## src/rtl/elevator_motion_controller.sv

```systemverilog
`timescale 1ns/1ps
// elevator_motion_controller: cabin travel and door sequencer with timed floor and door phases
module elevator_motion_controller #(
  parameter int FLOOR_TICKS = 8,
  parameter int DOOR_TICKS = 16
) (
  input  logic       clk,
  input  logic       rst_n,
  input  logic       UDRequest,
  input  logic       OCRequest,
  input  logic       NoStopRequest,
  output logic [1:0] CurrentFloor,
  output logic       UDIn,
  output logic       Delay,
  output logic       Stop,
  output logic       DoorOpen,
  output logic       Moving
);
  localparam int TW = $clog2(FLOOR_TICKS + 1);
  localparam int DW = $clog2(DOOR_TICKS + 1);
  typedef enum logic [1:0] {IDLE, MOVE, ARRIVE, DOOR} state_t;
  state_t state, state_nx;
  logic [TW-1:0] travel_cnt, travel_nx;
  logic [DW-1:0] door_cnt, door_nx;
  logic [1:0] floor_nx;
  logic dir_nx, blocked, start;
  assign blocked = UDRequest ? (CurrentFloor == 2'd3) : (CurrentFloor == 2'd0);
  assign Delay = state == ARRIVE;
  assign Stop = state == IDLE;
  assign DoorOpen = state == DOOR;
  assign Moving = state == MOVE;
  // Next-state, counter and position decisions; start marks any launch into MOVE.
  always_comb begin
    state_nx = state;
    travel_nx = travel_cnt;
    door_nx = door_cnt;
    floor_nx = CurrentFloor;
    dir_nx = UDIn;
    start = 1'b0;
    case (state)
      IDLE: begin
        state_nx = !NoStopRequest ? IDLE : blocked ? ARRIVE : MOVE;
        start = NoStopRequest && !blocked;
      end
      MOVE:
        if (travel_cnt == '0) begin
          floor_nx = UDIn ? CurrentFloor + 2'd1 : CurrentFloor - 2'd1;
          state_nx = ARRIVE;
        end else travel_nx = travel_cnt - TW'(1);
      ARRIVE:
        if (OCRequest) begin
          state_nx = DOOR;
          door_nx = DW'(DOOR_TICKS - 1);
        end else begin
          state_nx = blocked ? IDLE : MOVE;
          start = !blocked;
        end
      DOOR:
        if (door_cnt != '0) door_nx = door_cnt - DW'(1);
        else begin
          state_nx = !NoStopRequest ? IDLE : blocked ? ARRIVE : MOVE;
          start = NoStopRequest && !blocked;
        end
      default: state_nx = IDLE;
    endcase
    if (start) begin
      travel_nx = TW'(FLOOR_TICKS - 1);
      dir_nx = UDRequest;
    end
  end
  // State, counters, floor and direction registers.
  always_ff @(posedge clk or negedge rst_n)
    if (!rst_n) begin
      state <= IDLE;
      travel_cnt <= '0;
      door_cnt <= '0;
      CurrentFloor <= 2'd0;
      UDIn <= 1'b0;
    end else begin
      state <= state_nx;
      travel_cnt <= travel_nx;
      door_cnt <= door_nx;
      CurrentFloor <= floor_nx;
      UDIn <= dir_nx;
    end
  // A floor step must never wrap past a terminal floor.
  always_ff @(posedge clk)
    if (rst_n && state == MOVE && travel_cnt == '0)
      assert (UDIn ? CurrentFloor != 2'd3 : CurrentFloor != 2'd0);
endmodule

```

## config.mk

```make
export PLATFORM = sky130hd
export DESIGN_NAME = elevator_motion_controller
export DESIGN_NICKNAME = d
export VERILOG_FILES = /design/src/rtl/elevator_motion_controller.sv
export SDC_FILE = /design/constraint.sdc
export NUM_CORES = 1
export LEC_CHECK = 0
export ABC_AREA = 1
export CAP_MARGIN = 40
export CORE_MARGIN = 1.5
export CORE_UTILIZATION = 30
export CTS_BUF_LIST = sky130_fd_sc_hd__clkbuf_8
export DETAILED_ROUTE_END_ITERATION = 8
export HOLD_SLACK_MARGIN = 0.06
export SLEW_MARGIN = 10
export SYNTH_ARGS = -nofsm -noshare
export SYNTH_HDL_FRONTEND = slang
export SYNTH_SLANG_ARGS = --single-unit
export TNS_END_PERCENT = 1
```

## constraint.sdc

```tcl
create_clock -name clk -period 1.3 [get_ports clk]
set_input_delay 0.325 -clock clk [delete_from_list [all_inputs] [get_ports clk]]
set_output_delay 0.325 -clock clk [all_outputs]
set_load 0.1 [all_outputs]
```

## After elaboration in Yosys (flattened, before gate mapping)

Cells that the tools add are included.

- Bits in registers: 14
- Input port bits: 5
- Output and inout bits: 7
- Logic and storage cells: 48

- Add/subtract/negate cells: 4
- Equality and inequality tests: 9
- Mux-type cells: 18
- Reduce and logical (&&, ||, !) cells: 12

Operator list:

| kind | count |
|---|---|
| $mux W2 | 6 |
| $mux W4 | 3 |
| $mux W5 | 2 |
| $pmux W5 S2 | 1 |
| $pmux W2 S4 | 1 |
| $eq A2 B2 Y1 const B | 3 |
| $ne A2 B2 Y1 const B | 3 |
| $reduce_and A2 Y1 | 3 |
| $reduce_bool A5 Y1 | 1 |
| $sub A5 B1 Y5 const B | 1 |
| $logic_not A2 Y1 | 2 |
| $logic_not A4 Y1 | 1 |
| $mux W1 | 4 |
| $ne A2 B1 Y1 const B | 2 |
| $reduce_bool A2 Y1 | 2 |
| $sub A4 B1 Y4 const B | 1 |
| $pmux W1 S3 | 1 |
| $reduce_and A3 Y1 | 1 |
| $add A2 B1 Y2 const B | 1 |
| $eq A2 B1 Y1 const B | 1 |
| $sub A2 B1 Y2 const B | 1 |
| $logic_and A1 B1 Y1 | 1 |
| $logic_not A1 Y1 | 1 |

## Longest topological paths before layout

Gate-level depths: netlist (run 1).

- Word-level depth: 8
- Mapped depth: 11

## Worst setup path before layout (run 1)

No wires, ideal clock.

- Path kind: register -> register
- Start: reg state[0]
- End: reg door_cnt[3]
- Data arrival time: 1.931 ns
- Slack: -0.760 ns
- Stages on the path, launching flop included: 8
- Path through: dfrtp_1 > inv_1 > ha_1 > nand2_1 > o21ai_1 > nand2_2 > o21ai_0 > nand3_1

- Cells in the longest elaborated chain, start to end: 3

RTL lines:

| element | RTL line | text |
|---|---|---|
| from (decl) | 22 | `state_t state, state_nx;` |
| from (signal assigned) | 80 | `state <= state_nx;` |
| $eq A2 B2 Y1 * | - |  |
| via Delay | 14 | `output logic Delay,` |
| $ne A2 B2 Y1 (no source line) or $reduce_bool A2 Y1 (tied branches) | - |  |
| $reduce_and A3 Y1 (no source line) | - |  |
| to (signal assigned) | 82 | `door_cnt <= door_nx;` |
| to (decl) | 24 | `logic [DW-1:0] door_cnt, door_nx;` |

The timed path passes the listed nets; every way through them passes the cells marked *.
A chain may end at the register's enable or synchronous reset.

## Worst setup path in the final report (run 1)

- Start: reg state[1]
- End: out Stop

- Cells in the longest elaborated chain, start to end: 1

RTL lines:

| element | RTL line | text |
|---|---|---|
| $logic_not A2 Y1 | 29 | `assign Stop = state == IDLE;` |
| to (decl) | 15 | `output logic Stop,` |

No other way between the ends.

==> run summary, run 1 <==
## Status
- finished, violations left — outcome
- DRC, setup timing — violated checks

## Critical path
- flip-flop — Critical Path Source Type
- reg2out — Worst Setup Path Type
- door_cnt[2] — worst flop-to-flop path endpoint
- -0.11 ns — setup slack on the worst flop-to-flop path
- output port — endpoint type of the worst setup path
- inv_4, ha_4, buf_12 — crit-path cells
- 3 — maximum fanout along the worst path
- 3 — WP depth
- dfrtp_2 — cell at the slowest stage of the critical path
- 1.13 ns — worst path arrival time
- 9 — depth of the most critical reg-to-reg path
- 2 — Buffers & Inverters on Critical Path
- flip-flops — Largest delay share family, worst path
- state[0] — reg2reg start
- 0.98 ns — required time at the worst-slack endpoint
- 0.46 ns — Slowest Stage Delay on Critical Path

## Place
- 11 — buffers added on ports
- 169 — number of placed cells counting well taps
- 1540 um — HPWL Detailed
- -0.244 ns — Setup WS pre-CTS
- 0.833 — RePlAce Congestion

## STA
- 0 — Hold Fails Final Rpt
- 1.45 ns — Final min period
- 0.242 ns — slew at the pin closest to its max-slew limit
- 112% — Tcrit/Tclk final
- true — unrepaired setup endpoints after global routing
- -1.24 ns — Sum Neg Setup Slack
- 0 — number of slew-limit violations in the final report
- 83.8% — slew margin rel.
- 688 MHz — achievable clock frequency
- -0.154 ns — worst setup margin
- 17 — number of setup violations in the final report
- 0.388 ns — post-route worst hold slack
- 0.00435 ns — setup skew after layout

## Synth
- 21 — distinct cell type count of the synthesized netlist
- 39.1% — portion of synthesized cell area occupied by the leading cell type
- 0 — yosys synthesis warning count
- dfrtp_1 (39%), nand2_1 (12%), ha_1 (9.8%) — synth top area cells
- 897 um2 — summed instance area of the synthesized netlist
- dfrtp_1 — cell taking the most area after synthesis
- nand2_1 (29), inv_1 (20), dfrtp_1 (14) — most common library cells after synthesis
- dfrtp_1 — Post-synth top flop
- nand2_1 — cell with the most instances after synthesis
- 132 — synthesized net count
- 7.48 um2 — Mean Syn Cell Area
- 14 — number of storage elements in the synthesis netlist
- 100% — fraction of synthesis flops using an asynchronous set or reset pin
- 39.1% — share of synthesized area occupied by flip-flops and latches
- 120 — gate count of the mapped netlist
- 0 — EDFF count, synth

## Clocking
- yes — clock tree from TritonCTS
- 3 — TritonCTS Buffers
- 0.06 ns — CTS clk-pin slew, worst paths
- 0 — Hold-fix buffers, CTS
- 14 — number of sinks on the clock net
- clkbuf_8 — Root Buffer
- 2 — maximum count of clock buffers along a single path
- 1 — total number of H-tree levels
- 0.24 ns — worst-skew pair later-pin latency

## Route
- 4.83 — via density per instance
- 12.1 um — average wire per standard cell
- 0 — number of nets with antenna violations after routing
- 6 — Detailed Routing Iterations Pass 1
- 2 — number of DRC violations after detailed routing
- 2110 um — final routed wirelength across all metal layers
- 845 — count of vias placed by the detailed router
- 32 — violation count after the first detailed-route iteration

## Pwr
- 0.00146 V — peak supply drop
- 2480 nW/um2 — pwr/cell area
- 0.636 nW — standby leakage power

## Floorplan
- 57.7 um — die boundary width
- 32.0% — initial cell density of the core
- 12 — number of top-level design ports
- 3330 um2 — area of the die
- 57.7 um — vertical die dimension
- 2810 um2 — Core Region
- 19 — number of cell rows

## Cells and area
- 158 — final net count
- 594 um2 — area of the multi-input gates
- 0 — Antenna diodes
- 41.0% — proportion of layout cells with a drive suffix above 1
- 175 — non-filler instance count after layout
- 269 — filler cell count
- 355 um2 — storage element area
- 53.4% — area grow syn2layout

## GRT
- 3460 um — global-route wire length before repair
- 0 — total global routing overflow
- 816 — number of global-route vias before repair
- 13.7% — GRT Overall Usage
- 0 — antenna violations before repair
- 15 — maximum number of pins on one net before global-route repair

## Run
- 0 — max-capacitance violation count

## Worst hold path
- in2async — worst hold path class

## final cells by class
type | count | area share, %
Timing Repair Buffer | 21 | 18.8
Inverter | 22 | 6.36
Clock buffer | 3 | 3.00
Tap cell | 31 | 2.82
Sequential cell | 14 | 25.8
Multi-Input combinational cell | 84 | 43.2
## worst register-to-register path: cells and delay by family (launching register included)
family                   cells  cell delay [ns]
adder cells (fa/ha/maj)      1             0.17
buffers and inverters        3             0.26
AO/OA/AOI/OAI                1             0.17
flip-flops                   1             0.44
AND/OR/NAND/NOR              4             0.26
## power breakdown
group          internal, W  switching (W)
Clock             0.000205       0.000152
Combinational     0.000883        0.00137
Sequential        0.000608       0.000194
## per-stage QoR
step / power [W] / util (%) / area (um2)
floorplan: 0.00220 / - / 963
global placement: 0.00282 / 44.0 / 1230
detailed placement: 0.00286 / 44.0 / 1230
CTS: 0.00328 / 46.3 / 1300
global route: 0.00361 / 49.1 / 1380
finish: 0.00342 / 49.1 / 1380
## sequential cells by signal (all words and copies together), names as in the netlist
name and count:
door_cnt 5, travel_cnt 4, CurrentFloor 2, UDIn 1, state 2
## metal layers
metal,GRT usage (%),share of wire (%)
met5,0,0
met4,8.97,2.2
met3,2.23,2.9
met2,21.8,49
met1,17.1,46
## cell families after synthesis
| group | count (synthesis) | synth area share (%) |
|---|---|---|
| flops | 14 | 39.1 |
| compound gates | 15 | 9.48 |
| buf+inv | 22 | 9.21 |
| xor+xnor | 1 | 0.976 |
| simple gates | 61 | 31.5 |
| fa+ha+maj | 7 | 9.76 |
## layout by cell type, fill, tap and decap left out, drive strengths merged
cell	Yosys	final
nand3b	2	2
inv	22	22
clkdlybuf4s50	0	4
o21ai	10	10
o22a	1	1
nor2	10	10
dfrtp	14	14
nand2	34	34
buf	0	17
clkbuf	0	3
ha	7	7
a21oi	3	3
a22oi	1	1
xor2	1	1
nand3	13	13
nand4	1	1
or2	1	1
## worst max-delay path by stage
stage | endpoint | from | slack (ns)
after detailed placement | UDIn | UDRequest | -0.24
final | Stop | state[1] | -0.15
after global routing | UDIn | door_cnt[1] | -0.21
after global placement | UDIn | UDRequest | -0.20
after CTS | Stop | state[1] | -0.16
after floorplan | door_cnt[2] | state[0] | -0.17
## what timing repair did
| item | CTS | global route |
|---|---|---|
| resized for setup | 5 | 21 |
| endpoints found under the setup margin | 15 | 18 |
| buffers inserted | 2 | 1 |
| pin swaps | 2 | 4 |
No activity file was read; power rests on OpenSTA's default activity.
==> run 2, diff against run 1 <==
--- a/config.mk
+++ b/config.mk
@@ -12,6 +12,8 @@
 export CTS_BUF_LIST = sky130_fd_sc_hd__clkbuf_8
 export DETAILED_ROUTE_END_ITERATION = 8
 export HOLD_SLACK_MARGIN = 0.06
+export SETUP_SLACK_MARGIN = 0.2
+export SKIP_CTS_REPAIR_TIMING = 1
 export SLEW_MARGIN = 10
 export SYNTH_ARGS = -nofsm -noshare
 export SYNTH_HDL_FRONTEND = slang
==> run summary, run 2 (synthesis results as in run 1) <==
## Clocking
- 0.06 ns — CTS clk-pin slew, worst paths, about the same
- 0.24 ns — worst-skew pair later-pin latency, about the same
- 1 — total number of H-tree levels, unchanged
- clkbuf_8 — Root Buffer
- 2 — maximum count of clock buffers along a single path, unchanged
- yes — clock tree from TritonCTS
- 14 — number of sinks on the clock net, unchanged
- 3 — TritonCTS Buffers, unchanged

## Floorplan
- 19 — number of cell rows, unchanged
- 12 — number of top-level design ports, unchanged
- 57.7 um — vertical die dimension, unchanged
- 3330 um2 — area of the die, unchanged
- 32.0% — initial cell density of the core, unchanged
- 2810 um2 — Core Region, unchanged
- 57.7 um — die boundary width, unchanged

## Route
- 2030 um — final routed wirelength across all metal layers, -3.7%
- 4.79 — via density per instance, -0.80%
- 6 — Detailed Routing Iterations Pass 1, unchanged
- 843 — count of vias placed by the detailed router, -0.24%
- 0 — number of nets with antenna violations after routing, unchanged
- 22 — violation count after the first detailed-route iteration, -31%
- 2 — number of DRC violations after detailed routing, unchanged
- 11.5 um — average wire per standard cell, -4.2%

## Pwr
- 0.00147 V — peak supply drop, +1.0%
- 2500 nW/um2 — pwr/cell area, +0.62%
- 0.641 nW — standby leakage power, +0.74%

## Critical path
- 10 — depth of the most critical reg-to-reg path, +1
- -0.12 ns — setup slack on the worst flop-to-flop path, about the same
- state[1] — start point of the critical path
- flip-flop — Critical Path Source Type
- Moving — endpoint of the most critical setup path
- 2 — Buffers & Inverters on Critical Path, unchanged
- door_cnt[2] — worst flop-to-flop path endpoint
- 0.98 ns — required time at the worst-slack endpoint, about the same
- reg2out — Worst Setup Path Type
- 1.16 ns — worst path arrival time, +0.03 ns
- output port — endpoint type of the worst setup path
- inv_4, ha_4, buf_12 — crit-path cells
- dfrtp_2 — cell at the slowest stage of the critical path
- state[0] — reg2reg start
- 0.46 ns — Slowest Stage Delay on Critical Path, about the same
- 3 — WP depth, unchanged
- flip-flops — Largest delay share family, worst path
- 4 — maximum fanout along the worst path, +1

## Place
- 11 — buffers added on ports, unchanged
- 0.833 — RePlAce Congestion, unchanged
- -0.244 ns — Setup WS pre-CTS, unchanged
- 1540 um — HPWL Detailed, unchanged

## STA
- 674 MHz — achievable clock frequency, -2.0%
- 16 — number of setup violations in the final report, -1
- -0.185 ns — worst setup margin, -0.0303 ns
- -1.27 ns — Sum Neg Setup Slack, -0.0302 ns
- 0 — number of slew-limit violations in the final report, unchanged
- 114% — Tcrit/Tclk final, +2.3 points
- 0.389 ns — post-route worst hold slack, +0.00129 ns
- 83.6% — slew margin rel., -0.25 points
- 0.00204 ns — setup skew after layout, -0.00231 ns
- 0 — Hold Fails Final Rpt, unchanged
- 0.246 ns — slew at the pin closest to its max-slew limit, +0.00367 ns
- 1.48 ns — Final min period, +0.0303 ns
- true — unrepaired setup endpoints after global routing

## Cells and area
- door_cnt: 5 flops, travel_cnt: 4 flops — Regs by FF count
- 357 um2 — storage element area, +0.35%
- 51.6% — area grow syn2layout
- 159 — final net count, +0.63%
- 270 — filler cell count, +0.37%
- 5 — number of flip-flops under the largest register name, unchanged
- nand2_1 (25), inv_1 (15), buf_4 (11) — leading cell types in the layout, fill and taps excluded
- door_cnt — register with the most flip-flops
- 40.0% — proportion of layout cells with a drive suffix above 1, -0.97 points
- 0 — Antenna diodes, unchanged
- nand2_1 — most common cell after layout, fill and taps aside
- 573 um2 — area of the multi-input gates, -3.6%

## GRT
- 808 — number of global-route vias before repair, -0.98%
- 15 — maximum number of pins on one net before global-route repair, unchanged
- 3420 um — global-route wire length before repair, -0.98%
- 0 — total global routing overflow, unchanged
- 0 — antenna violations before repair, unchanged
- 13.5% — GRT Overall Usage, -0.14 points

## Status
- finished, violations left — outcome
- DRC, setup timing — violated checks

## Worst hold path
- in2async — worst hold path class

## Run
- 0 — max-capacitance violation count, unchanged

==> run 2: area by class of cell <==
cell class | instances | share of cell area, %
repair buffers | 22 | 19.3
flip-flops and latches | 14 | 26.2
inverters | 22 | 6.44
well taps | 31 | 2.85
multi-input cells | 84 | 42.1
clock buffers | 3 | 3.04
==> run 2: how the worst min path moves through the flow <==
stage	end	depth (start not counted)
6_report	door_cnt[4]	2
5_1_grt	door_cnt[4]	2
4_1_cts	door_cnt[1]	2
3_5_place_dp	travel_cnt[0]	2
3_3_place_gp	travel_cnt[0]	2
2_1_floorplan	CurrentFloor[0]	0
==> run 2: per-layer routing <==
| metal | track usage [%] | wire length, um |
|---|---|---|
| met2 | 21.3 | 953 |
| met5 | 0 | 0 |
| met4 | 8.97 | 45 |
| met3 | 2.23 | 66 |
| met1 | 17.1 | 967 |
==> run 2: worst register-to-register path: stages (launching register included) <==
cell,delay (ns)
dfrtp_2,0.46
inv_4,0.10
ha_4,0.17
buf_4,0.12
nand2_2,0.05
o21ai_2,0.06
nand2_2,0.11
inv_2,0.08
nand2_1,0.05
nand2_1,0.05
nand3_1,0.06
==> run 2: through the flow <==
stage                     util [%]  cells  power, W  instance area (um2)
after CTS                     45.5    172   0.00324                 1280
after global routing          48.5    176   0.00360                 1360
final                         48.5    176   0.00340                 1360
after detailed placement      44.0    169   0.00286                 1230
after global placement        44.0    169   0.00282                 1230
after floorplan                  -    120   0.00220                  963
==> run 2: where the power goes <==
| group | internal (W) | leakage, nW | switching (W) |
|---|---|---|---|
| combinational | 0.000886 | 0.462 | 0.00135 |
| clock | 0.000205 | 0.0216 | 0.000157 |
| sequential | 0.000611 | 0.157 | 0.000191 |
==> run 3, diff against run 2 <==
--- a/config.mk
+++ b/config.mk
@@ -6,6 +6,7 @@
 export NUM_CORES = 1
 export LEC_CHECK = 0
 export ABC_AREA = 1
+export ABC_CLOCK_PERIOD_IN_PS = 1300
 export CAP_MARGIN = 40
 export CORE_MARGIN = 1.5
 export CORE_UTILIZATION = 30
==> results of run 3 <==
Final layout, timing and power as in run 2 (identical DEF).
